$ cat src/rtl/mult_unit.sv
// Iterative shift-add multiplier for MULT/MULTU.
// One lookahead-adder step per cycle; product lands in HI/LO.

// Parallel-prefix carry-lookahead adder used for each shift-add step.
module mult_cla #(
  parameter int W = 32
) (
  input  logic [W-1:0] i_a,
  input  logic [W-1:0] i_b,
  output logic [W-1:0] o_sum,
  output logic         o_co
);

  // Generate/propagate prefix tree; carry into bit i is group G[i-1].
  always_comb begin
    logic [W-1:0] g;
    logic [W-1:0] p;
    logic [W-1:0] h;
    g = i_a & i_b;
    p = i_a ^ i_b;
    h = p;
    for (int d = 1; d < W; d = d * 2) begin
      for (int i = W - 1; i >= d; i--) begin
        g[i] = g[i] | (p[i] & g[i-d]);
        p[i] = p[i] & p[i-d];
      end
    end
    o_sum = h ^ {g[W-2:0], 1'b0};
    o_co  = g[W-1];
  end

endmodule

module mult_unit #(
  parameter int WIDTH = 32
) (
  input  logic             clk,
  input  logic             rst,
  input  logic             start,
  input  logic             sign,
  input  logic [WIDTH-1:0] a,
  input  logic [WIDTH-1:0] b,
  output logic             busy,
  output logic             done,
  output logic [WIDTH-1:0] hi,
  output logic [WIDTH-1:0] lo
);

  localparam int CW = $clog2(WIDTH) + 1;
  localparam logic [CW-1:0] LAST = CW'(WIDTH - 1);
  localparam logic [CW-1:0] C_ONE = CW'(1);
  localparam logic [WIDTH-1:0] W_ONE = WIDTH'(1);
  localparam logic [2*WIDTH-1:0] P_ONE = (2*WIDTH)'(1);

  typedef enum logic [1:0] {
    S_IDLE,
    S_CALC,
    S_FIX
  } state_t;

  state_t r_state;
  state_t w_next;

  logic [CW-1:0]    r_cnt;
  // Upper accumulator bit is always zero after the shift, so it is not stored.
  logic [WIDTH-1:0] r_acc;
  logic [WIDTH-1:0] r_mplier;
  logic [WIDTH-1:0] r_mcand;
  logic             r_neg;
  logic             r_done;
  logic [WIDTH-1:0] r_hi;
  logic [WIDTH-1:0] r_lo;

  logic [WIDTH-1:0]   w_a_mag;
  logic [WIDTH-1:0]   w_b_mag;
  logic [WIDTH-1:0]   w_add_sum;
  logic               w_add_co;
  logic [WIDTH-1:0]   w_step_sum;
  logic               w_step_co;
  logic [2*WIDTH-1:0] w_prod;
  logic [2*WIDTH-1:0] w_res;

  // Signed magnitudes; 0x80..0 maps to itself, which unsigned math handles.
  assign w_a_mag = (sign & a[WIDTH-1]) ? (~a + W_ONE) : a;
  assign w_b_mag = (sign & b[WIDTH-1]) ? (~b + W_ONE) : b;

  mult_cla #(.W(WIDTH)) u_cla (
    .i_a   (r_acc),
    .i_b   (r_mcand),
    .o_sum (w_add_sum),
    .o_co  (w_add_co)
  );

  assign w_step_sum = r_mplier[0] ? w_add_sum : r_acc;
  assign w_step_co  = r_mplier[0] & w_add_co;

  assign w_prod = {r_acc, r_mplier};
  assign w_res  = r_neg ? (~w_prod + P_ONE) : w_prod;

  assign busy = (r_state != S_IDLE);
  assign done = r_done;
  assign hi   = r_hi;
  assign lo   = r_lo;

  // State register.
  always_ff @(posedge clk or posedge rst) begin
    if (rst) r_state <= S_IDLE;
    else     r_state <= w_next;
  end

  // Next state: IDLE -> CALC for WIDTH steps -> FIX -> IDLE.
  always_comb begin
    w_next = r_state;
    unique case (r_state)
      S_IDLE:  if (start) w_next = S_CALC;
      S_CALC:  if (r_cnt == LAST) w_next = S_FIX;
      S_FIX:   w_next = S_IDLE;
      default: w_next = S_IDLE;
    endcase
  end

  // Datapath: latch operands, shift-add steps, signed fix-up into HI/LO.
  always_ff @(posedge clk or posedge rst) begin
    if (rst) begin
      r_cnt    <= '0;
      r_acc    <= '0;
      r_mplier <= '0;
      r_mcand  <= '0;
      r_neg    <= 1'b0;
      r_done   <= 1'b0;
      r_hi     <= '0;
      r_lo     <= '0;
    end else begin
      r_done <= 1'b0;
      unique case (r_state)
        S_IDLE: begin
          if (start) begin
            r_mcand  <= w_a_mag;
            r_mplier <= w_b_mag;
            r_neg    <= sign & (a[WIDTH-1] ^ b[WIDTH-1]);
            r_acc    <= '0;
            r_cnt    <= '0;
          end
        end
        S_CALC: begin
          r_acc    <= {w_step_co, w_step_sum[WIDTH-1:1]};
          r_mplier <= {w_step_sum[0], r_mplier[WIDTH-1:1]};
          r_cnt    <= r_cnt + C_ONE;
        end
        S_FIX: begin
          {r_hi, r_lo} <= w_res;
          r_done       <= 1'b1;
        end
        default: ;
      endcase
    end
  end

endmodule

$ cat config.mk
export PLATFORM = sky130hd
export DESIGN_NAME = mult_unit
export DESIGN_NICKNAME = d
export VERILOG_FILES = /design/src/rtl/mult_unit.sv
export SDC_FILE = /design/constraint.sdc
export NUM_CORES = 1
export LEC_CHECK = 0
export CAP_MARGIN = 10
export CORE_MARGIN = 2
export CORE_UTILIZATION = 47
export CTS_BUF_LIST = sky130_fd_sc_hd__clkbuf_2
export DETAILED_ROUTE_END_ITERATION = 6
export DONT_BUFFER_PORTS = 1
export PLACE_DENSITY = 0.64
export RECOVER_POWER = 100
export SLEW_MARGIN = 20
export SYNTH_ARGS = -nofsm -noshare
export SYNTH_HDL_FRONTEND = slang
export SYNTH_HIERARCHICAL = 1
export SYNTH_SLANG_ARGS = --single-unit
$ cat constraint.sdc
create_clock -name clk -period 9 [get_ports clk]
set_clock_uncertainty 0.2 [all_clocks]
set_input_delay 1.8 -clock clk [delete_from_list [all_inputs] [get_ports clk]]
set_output_delay 1.8 -clock clk [all_outputs]
set_load 0.05 [all_outputs]
==> metrics, run 1 <==
status complete, but fails checks; failing checks max-capacitance violations, max-slew violations; Power Density 304 nW/um^2; Routed Antenna Nets 0; Layout area overhead 3.73%; clock sinks 170; Initial Util 47.7%; non-filler cells, final 1,555; site row count 56; Via density 5.86; Cell Chain, Critical Path nand2_1 > clkbuf_1 > o21ai_0; CP top delay family buffers and inverters; CTS Buf Count 17; Die W 158 microns; leakage 4.72 nW; main area contributors after synthesis dfrtp_1, o21ai_0, xor2_1, nand2_1, ha_1; Mean Syn Cell Area 8.75 sq um; post-route cell area 11,500 sq um; final hold violation count 0; Core Box Area 23,300 sq um; Primary FF master, synth dfrtp_1; worst slack, placed 4.52 ns; initial antenna violation count 1; setup tns final 0 ns; Post-CTS Setup Bufs 0; Top Ports 134; Worst Slack Setup Final 3.69 ns; Relative slew margins -238%; synthesized area 11,100 sq um; H-tree levels 4; final RePlAce weighted congestion 0.882; Clock transition at path regs 0.23 ns; Die Height 158 microns; fmax 188 MHz; # DRC 0; First-pass DRT Iterations 5; PortBufs 0; post-synthesis sequential area ratio 38.2%; Final period util 59.0%; CTS tree built; Layout fillers 2,293; GRT Total Usage 23.3%; Sequential Area 4260 sq um; # nets final 1,328; kind of critical path in2reg; final design utilization 49.5%; Clk Tree Root Cell clkbuf_2; Final HPWL DP 20.5 mm; area taken by multi-input logic gates 6480 sq um; Post-synth ARST share 100%; drt wl/cell 18.3 microns; layout cells sized above 1 5.51%; hold_ws 0.307 ns; number of synthesis warnings 6; pin count of the biggest net entering global routing 113; peak supply drop 0.000102 V; placed cell area 11,300 sq um; Critical Path End Type flop; critical path's largest stage delay 2.56 ns; initial DRC count 727; cell count after synthesis 1,272; Vias 9,111; RSZ-0062 raised after global routing false; Critical Path Source Type input port; crit path DAT 5.60 ns; Slowest-stage cell, CP clkbuf_1; Cell variety after synth 78; first-pass GRT wire length 46.0 mm; synthesized netlist net count 1,377; Buf/Inv on CP 1; vias in the first global route 8,450; routed wire length 28.4 mm; max-cap violation count 6; synthesis-stage register bit count 170; critical path peak fanout 93; CP required 9.29 ns; CTS Hold Bufs 0; EDFF count, synth 0; final slew viol count 455; total power 3.51 mW; Worst-Margin Slew 5.04 ns; minimum clock period 5.31 ns; # setup viols final 0; leading area contributor after synthesis dfrtp_1; post-CTS sizing 0; Die ar. 24,900 sq um; HP Class reg2reg; clk_lat worst skew 0.77 ns; placed cells 1,523; GRT overflow 0; top-area cell type share of the netlist area 38.2%; clock buffer depth 2
cell usage after synthesis, types with 20 or more instances:
| library cell | number |
|---|---|
| ha_1 | 36 |
| o31ai_1 | 29 |
| inv_1 | 22 |
| xnor2_1 | 40 |
| nand3_1 | 53 |
| dfrtp_1 | 170 |
| xor2_1 | 95 |
| nor2_1 | 55 |
| or4_1 | 20 |
| nand2_1 | 163 |
| o21ai_0 | 195 |
| clkbuf_1 | 62 |
| mux2i_1 | 42 |
| a21oi_1 | 56 |
cell type report:
type                            count  share of cell area, %
Multi-Input combinational cell   1006                   56.1
Sequential cell                   170                   36.9
Tap cell                          319                   3.46
Clock inverter                     11                   1.69
Clock buffer                       20                  0.867
Inverter                           22                  0.726
Timing Repair Buffer                6                  0.260
Antenna cell                        1                 0.0217
cells by family (layout without fill, tap and decap cells):
kind of cell / after synthesis / after routing / share of synthesized area, %
other: 0 / 1 / 0
xor gates and xnor gates: 135 / 135 / 10.6
muxes: 43 / 43 / 3.88
adders and majority gates: 37 / 37 / 4.23
DFF: 170 / 170 / 38.2
AOI/OAI and AO/OA: 395 / 395 / 22.1
buffers and inverters: 96 / 59 / 3.52
and+or+nand+nor: 396 / 396 / 17.5
report_power, final:
group / switching [mW] / internal [mW]
Combinational: 0.892 / 0.747
Sequential: 0.404 / 0.976
Clock: 0.278 / 0.213
routing by layer:
| metal | vias up | share of wire, % | GRT usage [%] |
|---|---|---|---|
| met4 | 0 | 1.4 | 6.32 |
| met3 | 26 | 7.1 | 4.85 |
| met5 | - | 0 | 0 |
| met2 | 276 | 42 | 34.0 |
| met1 | 4289 | 49 | 34.9 |
| li1 | 4520 | - | - |
registers in the layout (all words and copies together) (netlist names):
register and flops:
r_state 2, done 1, r_mplier 32, r_mcand 32, r_cnt 6, r_neg 1, r_acc 32, lo 32
hi 32
path summary, 6_finish.rpt:
path                            startpoint            to  slack (ns)  cells past startpoint
worst max register to register  r_state[1]  r_mplier[28]        4.19                      4
worst min register to register    r_cnt[5]      r_cnt[5]        0.31                      1
max in group asynchronous              rst         r_neg        3.93                      2
worst min-delay path              r_cnt[5]      r_cnt[5]        0.31                      1
min in group asynchronous              rst          done        2.23                      1
worst max-delay path                 start  r_mplier[28]        3.69                      3
placed cells by master, fill, tap and decap left out, types with 11 or more instances in the layout:
cell type,instances
nand3_1,53
a21o_1,13
nor2_1,53
o21ai_0,196
xnor2_1,40
o41ai_1,14
a21oi_1,56
nor3_1,13
dfrtp_1,169
a31oi_1,11
a22oi_1,14
or3_1,17
inv_1,21
o31ai_1,29
nor4_1,18
mux2i_1,42
a22o_1,15
nand2_1,164
clkbuf_2,20
or4_1,20
ha_1,36
xor2_1,95
Note: power is estimated with default switching activity, not from simulation.
==> run 2: changes to the inputs <==
- clock period: 9 -> 5.4 ns (I/O delays scaled with it)
==> run 2 against run 1 <==
  * The flow still finishes with violations (max-capacitance violations, max-slew violations)
  * First-iteration DRC count up 2.5%
  * Wire length about the same
  * Die area unchanged
  * Non-clock buffer count up 1
  * Largest power group unchanged
  * Utilization down 0.11 points
  * Combinational power up 65%
  * Highest routed layer unchanged
  * Design area down 0.23%
  * Cell count up 0.13%
==> metrics, run 2 (same netlist as run 1, synthesis figures left out) <==
Clk network pwr share 12.6%; final slew viol count 312; crit path DAT 4.53 ns; Cell Chain, Critical Path nand2b_4 > clkbuf_1 > o21ai_0; initial DRC count 745; sw power 2.64 mW; most common cell after layout, fill and taps aside o21ai_0; CP required 5.71 ns; status complete, but fails checks; post-CTS sizing 0; Routed Antenna Nets 0; Clk Tree Root Cell clkbuf_2; HP Class in2async; routed wire length 28.4 mm; final design utilization 49.4%; internal power 3.08 mW; site row count 56; H-tree levels 4; Power Density 497 nW/um^2; Initial Util 47.7%; RSZ-0062 raised after global routing false; clock sinks 170; CP top delay family buffers and inverters; Clock transition at path regs 0.25 ns; Critical Path End Type flop; Top Ports 134; Reg power frac 40.2%; # DRC 0; # nets final 1,329; Slowest-stage cell, CP clkbuf_1; Via density 5.89; CTS Hold Bufs 0; vias in the first global route 8,555; Final period util 78.2%; Die W 158 microns; critical path's largest stage delay 2.53 ns; pin count of the biggest net entering global routing 171; clk_lat worst skew 0.77 ns; fmax 237 MHz; GRT overflow 0; Post-CTS Setup Bufs 0; Worst-Margin Slew 3.55 ns; Final HPWL DP 20.3 mm; kind of critical path reg2reg; First-pass DRT Iterations 6; drt wl/cell 18.3 microns; failing checks max-capacitance violations, max-slew violations; critical path peak fanout 101; final hold violation count 0; # setup viols final 0; Vias 9,177; most frequent cells in the layout o21ai_0, dfrtp_1, nand2_1, xor2_1, a21oi_1; CTS Buf Count 17; Layout area overhead 3.50%; Layout fillers 2,280; Relative slew margins -137%; Core Box Area 23,300 sq um; max-cap violation count 4; Net Sw Frac 46.2%; final RePlAce weighted congestion 0.906; Die ar. 24,900 sq um; clock buffer depth 2; PortBufs 0; GRT Total Usage 23.0%; peak supply drop 0.000187 V; Buf/Inv on CP 1; setup tns final 0 ns; leakage 4.72 nW; initial antenna violation count 1; layout cells sized above 1 5.58%; Die Height 158 microns; first-pass GRT wire length 45.7 mm; combinational power share 47.2%; Critical Path Source Type flop; minimum clock period 4.22 ns; CTS tree built
==> run 2: cell types whose count changed in the layout (fill, tap and decap cells not counted), moves of 2 or more <==
| cell | change |
|---|---|
| nor2_1 | +2 |
| nor2_2 | -2 |
| clkinv_2 | +2 |
| bufinv_16 | -3 |
| clkbuf_2 | -2 |
| inv_6 | +4 |
==> run 2: power groups by stage <==
stage	Combinational, mW	Sequential (mW)	Clock [mW]
6_report	2.70	2.30	0.720
4_1_cts	2.71	2.28	0.739
5_1_grt	3.06	2.37	0.790
3_5_place_dp	2.70	2.31	0
2_1_floorplan	2.36	1.98	0
3_3_place_gp	2.64	2.30	0
==> run 2: routing by layer <==
| layer | up-vias | track usage, % | part of all wire [%] |
|---|---|---|---|
| met5 | - | 0 | 0 |
| met4 | 0 | 5.80 | 1.4 |
| met3 | 27 | 5.37 | 7.0 |
| met2 | 255 | 34.0 | 43 |
| met1 | 4374 | 33.8 | 49 |
| li1 | 4521 | - | - |
==> run 2: final timing paths <==
path,start,endpoint,slack (ns),depth (start not counted)
worst max register to register,r_state[0],hi[24],1.18,3
worst max-delay path,r_state[0],hi[24],1.18,3
max in group asynchronous,rst,r_mcand[8],4.05,2
worst min-delay path,rst,hi[19],0.22,2
min in group clk,sign,r_neg,0.23,2
worst min register to register,r_cnt[5],r_cnt[5],0.30,1
==> run 2: metrics by stage <==
stage | worst slack, ns | power (mW) | hold WS [ns] | std cells | instance area [sq um]
CTS | 1.34 | 5.73 | 0.179 | 1556 | 11600
detailed placement | 1.38 | 5.00 | 0.275 | 1524 | 11300
global route | 0.675 | 6.21 | 0.153 | 1557 | 11500
finish | 1.18 | 5.72 | 0.224 | 1557 | 11500
floorplan | 1.78 | 4.34 | 0.248 | 1272 | 11100
global placement | 1.46 | 4.94 | 0.266 | 1524 | 11300
==> run 2: layout make-up <==
| cell class | instances | area (sq um) | share of cell area, % |
|---|---|---|---|
| sequential | 170 | 4260 | 37.0 |
| tap | 319 | 399 | 3.47 |
| clock buffer | 17 | 85.1 | 0.739 |
| timing repair buffer | 7 | 51.3 | 0.445 |
| inverter | 22 | 83.8 | 0.728 |
| antenna | 1 | 2.50 | 0.0217 |
| multi-input combinational | 1006 | 6470 | 56.2 |
| clock inverter | 15 | 163 | 1.41 |
==> run 3: changes to the inputs <==
- ABC_AREA: unset -> 1
- PLACE_DENSITY: 0.64 -> 0.66
- clock period: 5.4 -> 3.71 ns (I/O delays scaled with it)
==> run 3 against run 2 <==
  * The run still ends with max-capacitance violations, max-slew violations left
  * Synthesized area rose by 18%
  * Critical path depth rose by 1
  * Clock power rose by 51%
  * Combinational power rose to 2.6 times the previous value
  * Sequential power rose by 99%
  * Flip-flop and latch count did not move
  * Utilization rose by 2.4 points
  * Synthesized cell count rose by 60%
  * Highest routed layer unchanged
==> metrics, run 3 <==
minimum clock period 3.07 ns; clock buffer depth 2; fmax 326 MHz; synthesized netlist net count 2,142; post-synthesis sequential area ratio 32.4%; drt wl/cell 17.0 microns; Power Density 895 nW/um^2; layout cells sized above 1 6.10%; routed wire length 41.8 mm; EDFF count, synth 0; placed cell area 13,400 sq um; Vias 13,400; CTS Buf Count 17; failing checks max-capacitance violations, max-slew violations; # DRC 0; Relative slew margins -45.1%; CP required 4.24 ns; Critical Path End Type flop; final slew viol count 81; synthesis-stage register bit count 170; Clock transition at path regs 0.33 ns; RSZ-0062 raised after global routing false; Die W 171 microns; cell count after synthesis 2,037; Critical Path Source Type flop; crit path DAT 3.60 ns; leakage 7.19 nW; peak supply drop 0.000380 V; pin count of the biggest net entering global routing 171; Post-CTS Setup Bufs 0; total power 12.8 mW; Hold Crit Depth 4; worst slack, placed 1.18 ns; HP Class in2reg; non-filler cells, final 2,461; max-cap violation count 2; GRT Total Usage 29.1%; main area contributors after synthesis dfrtp_1, nand2_1, nor2_1, inv_1, nand3_1; First-pass DRT Iterations 7; CTS Hold Bufs 60; H-tree levels 4; most frequent cells in the layout nand2_1, nor2_1, inv_1, dfrtp_1, nand3_1; setup tns final 0 ns; placed cells 2,368; final hold violation count 0; GRT overflow 0; R2R depth 4; Synth top cells by count nand2_1, nor2_1, inv_1, dfrtp_1, nand3_1; leading area contributor after synthesis dfrtp_1; Post-synth ARST share 100%; CTS tree built; hold_ws 0.0512 ns; Core Box Area 27,600 sq um; first-pass GRT wire length 66.5 mm; post-CTS sizing 0; final design utilization 51.7%; number of synthesis warnings 6; Routed Antenna Nets 0; most common cell after layout, fill and taps aside nand2_1; Via density 5.45; Die ar. 29,300 sq um; Top Ports 134; Primary FF master, synth dfrtp_1; site row count 61; initial antenna violation count 1; Initial Util 47.5%; clock sinks 170; kind of critical path reg2reg; Cell variety after synth 47; # nets final 2,174; clk_lat worst skew 0.80 ns; Worst-Margin Slew 2.18 ns; Final HPWL DP 32.3 mm; Worst Slack Setup Final 0.640 ns; status complete, but fails checks; post-route cell area 14,300 sq um; Clk Tree Root Cell clkbuf_2; Die Height 171 microns; Final period util 82.7%; Layout area overhead 8.79%; PortBufs 0; # setup viols final 0; initial DRC count 1,302; synthesized area 13,100 sq um; top-area cell type share of the netlist area 32.4%; vias in the first global route 12,400; most common cell in the synthesized netlist nand2_1; final RePlAce weighted congestion 1.00; critical path peak fanout 44; Mean Syn Cell Area 6.45 sq um
run 3: layer usage:
metal | up-vias | global-route usage, % | wire length, microns
met2 | 614 | 43.4 | 17200
li1 | 6603 | - | -
met3 | 65 | 4.21 | 3980
met5 | - | 0 | 0
met4 | 0 | 8.44 | 1070
met1 | 6126 | 43.7 | 19500
run 3: worst paths after layout:
check                           startpoint           end  slack (ns)
min in group asynchronous              rst         lo[2]        0.39
worst max register to register  r_state[0]         hi[0]        0.64
max in group asynchronous              rst         r_neg        2.14
worst max-delay path            r_state[0]         hi[0]        0.64
worst min register to register    r_cnt[5]    r_state[1]        0.28
worst min-delay path                 b[21]  r_mplier[21]        0.05
run 3: cells by family (layout without fill, tap and decap cells):
kind of cell    Yosys count  in the layout  share of synthesized area [%]
compound gates          262            262                           11.6
xor+xnor                 65             65                           4.33
fa+ha+maj                37             37                           3.58
buf+inv                 293            338                           8.79
flops                   170            170                           32.4
other cells               0              1                              0
simple gates           1210           1210                           39.3
run 3: cell type report:
type / count / area, sq um
Fill cell: 2922 / 13300
Multi-Input combinational cell: 1574 / 7730
Sequential cell: 170 / 4260
Inverter: 235 / 888
Timing Repair Buffer: 71 / 682
Tap cell: 378 / 473
Clock inverter: 15 / 176
Clock buffer: 17 / 85.1
Antenna cell: 1 / 2.50
run 3: report_power, final:
group	internal [mW]	switching [mW]
clock network	0.236	0.852
registers	2.62	1.96
logic	2.46	4.67
total	5.32	7.48
run 3: critical path, stage by stage, from the launching register on:
cell and delay [ns]:
dfrtp_1 0.49, nor2_4 0.19, clkbuf_1 1.57, nand3_1 0.42
nand2_1 0.14
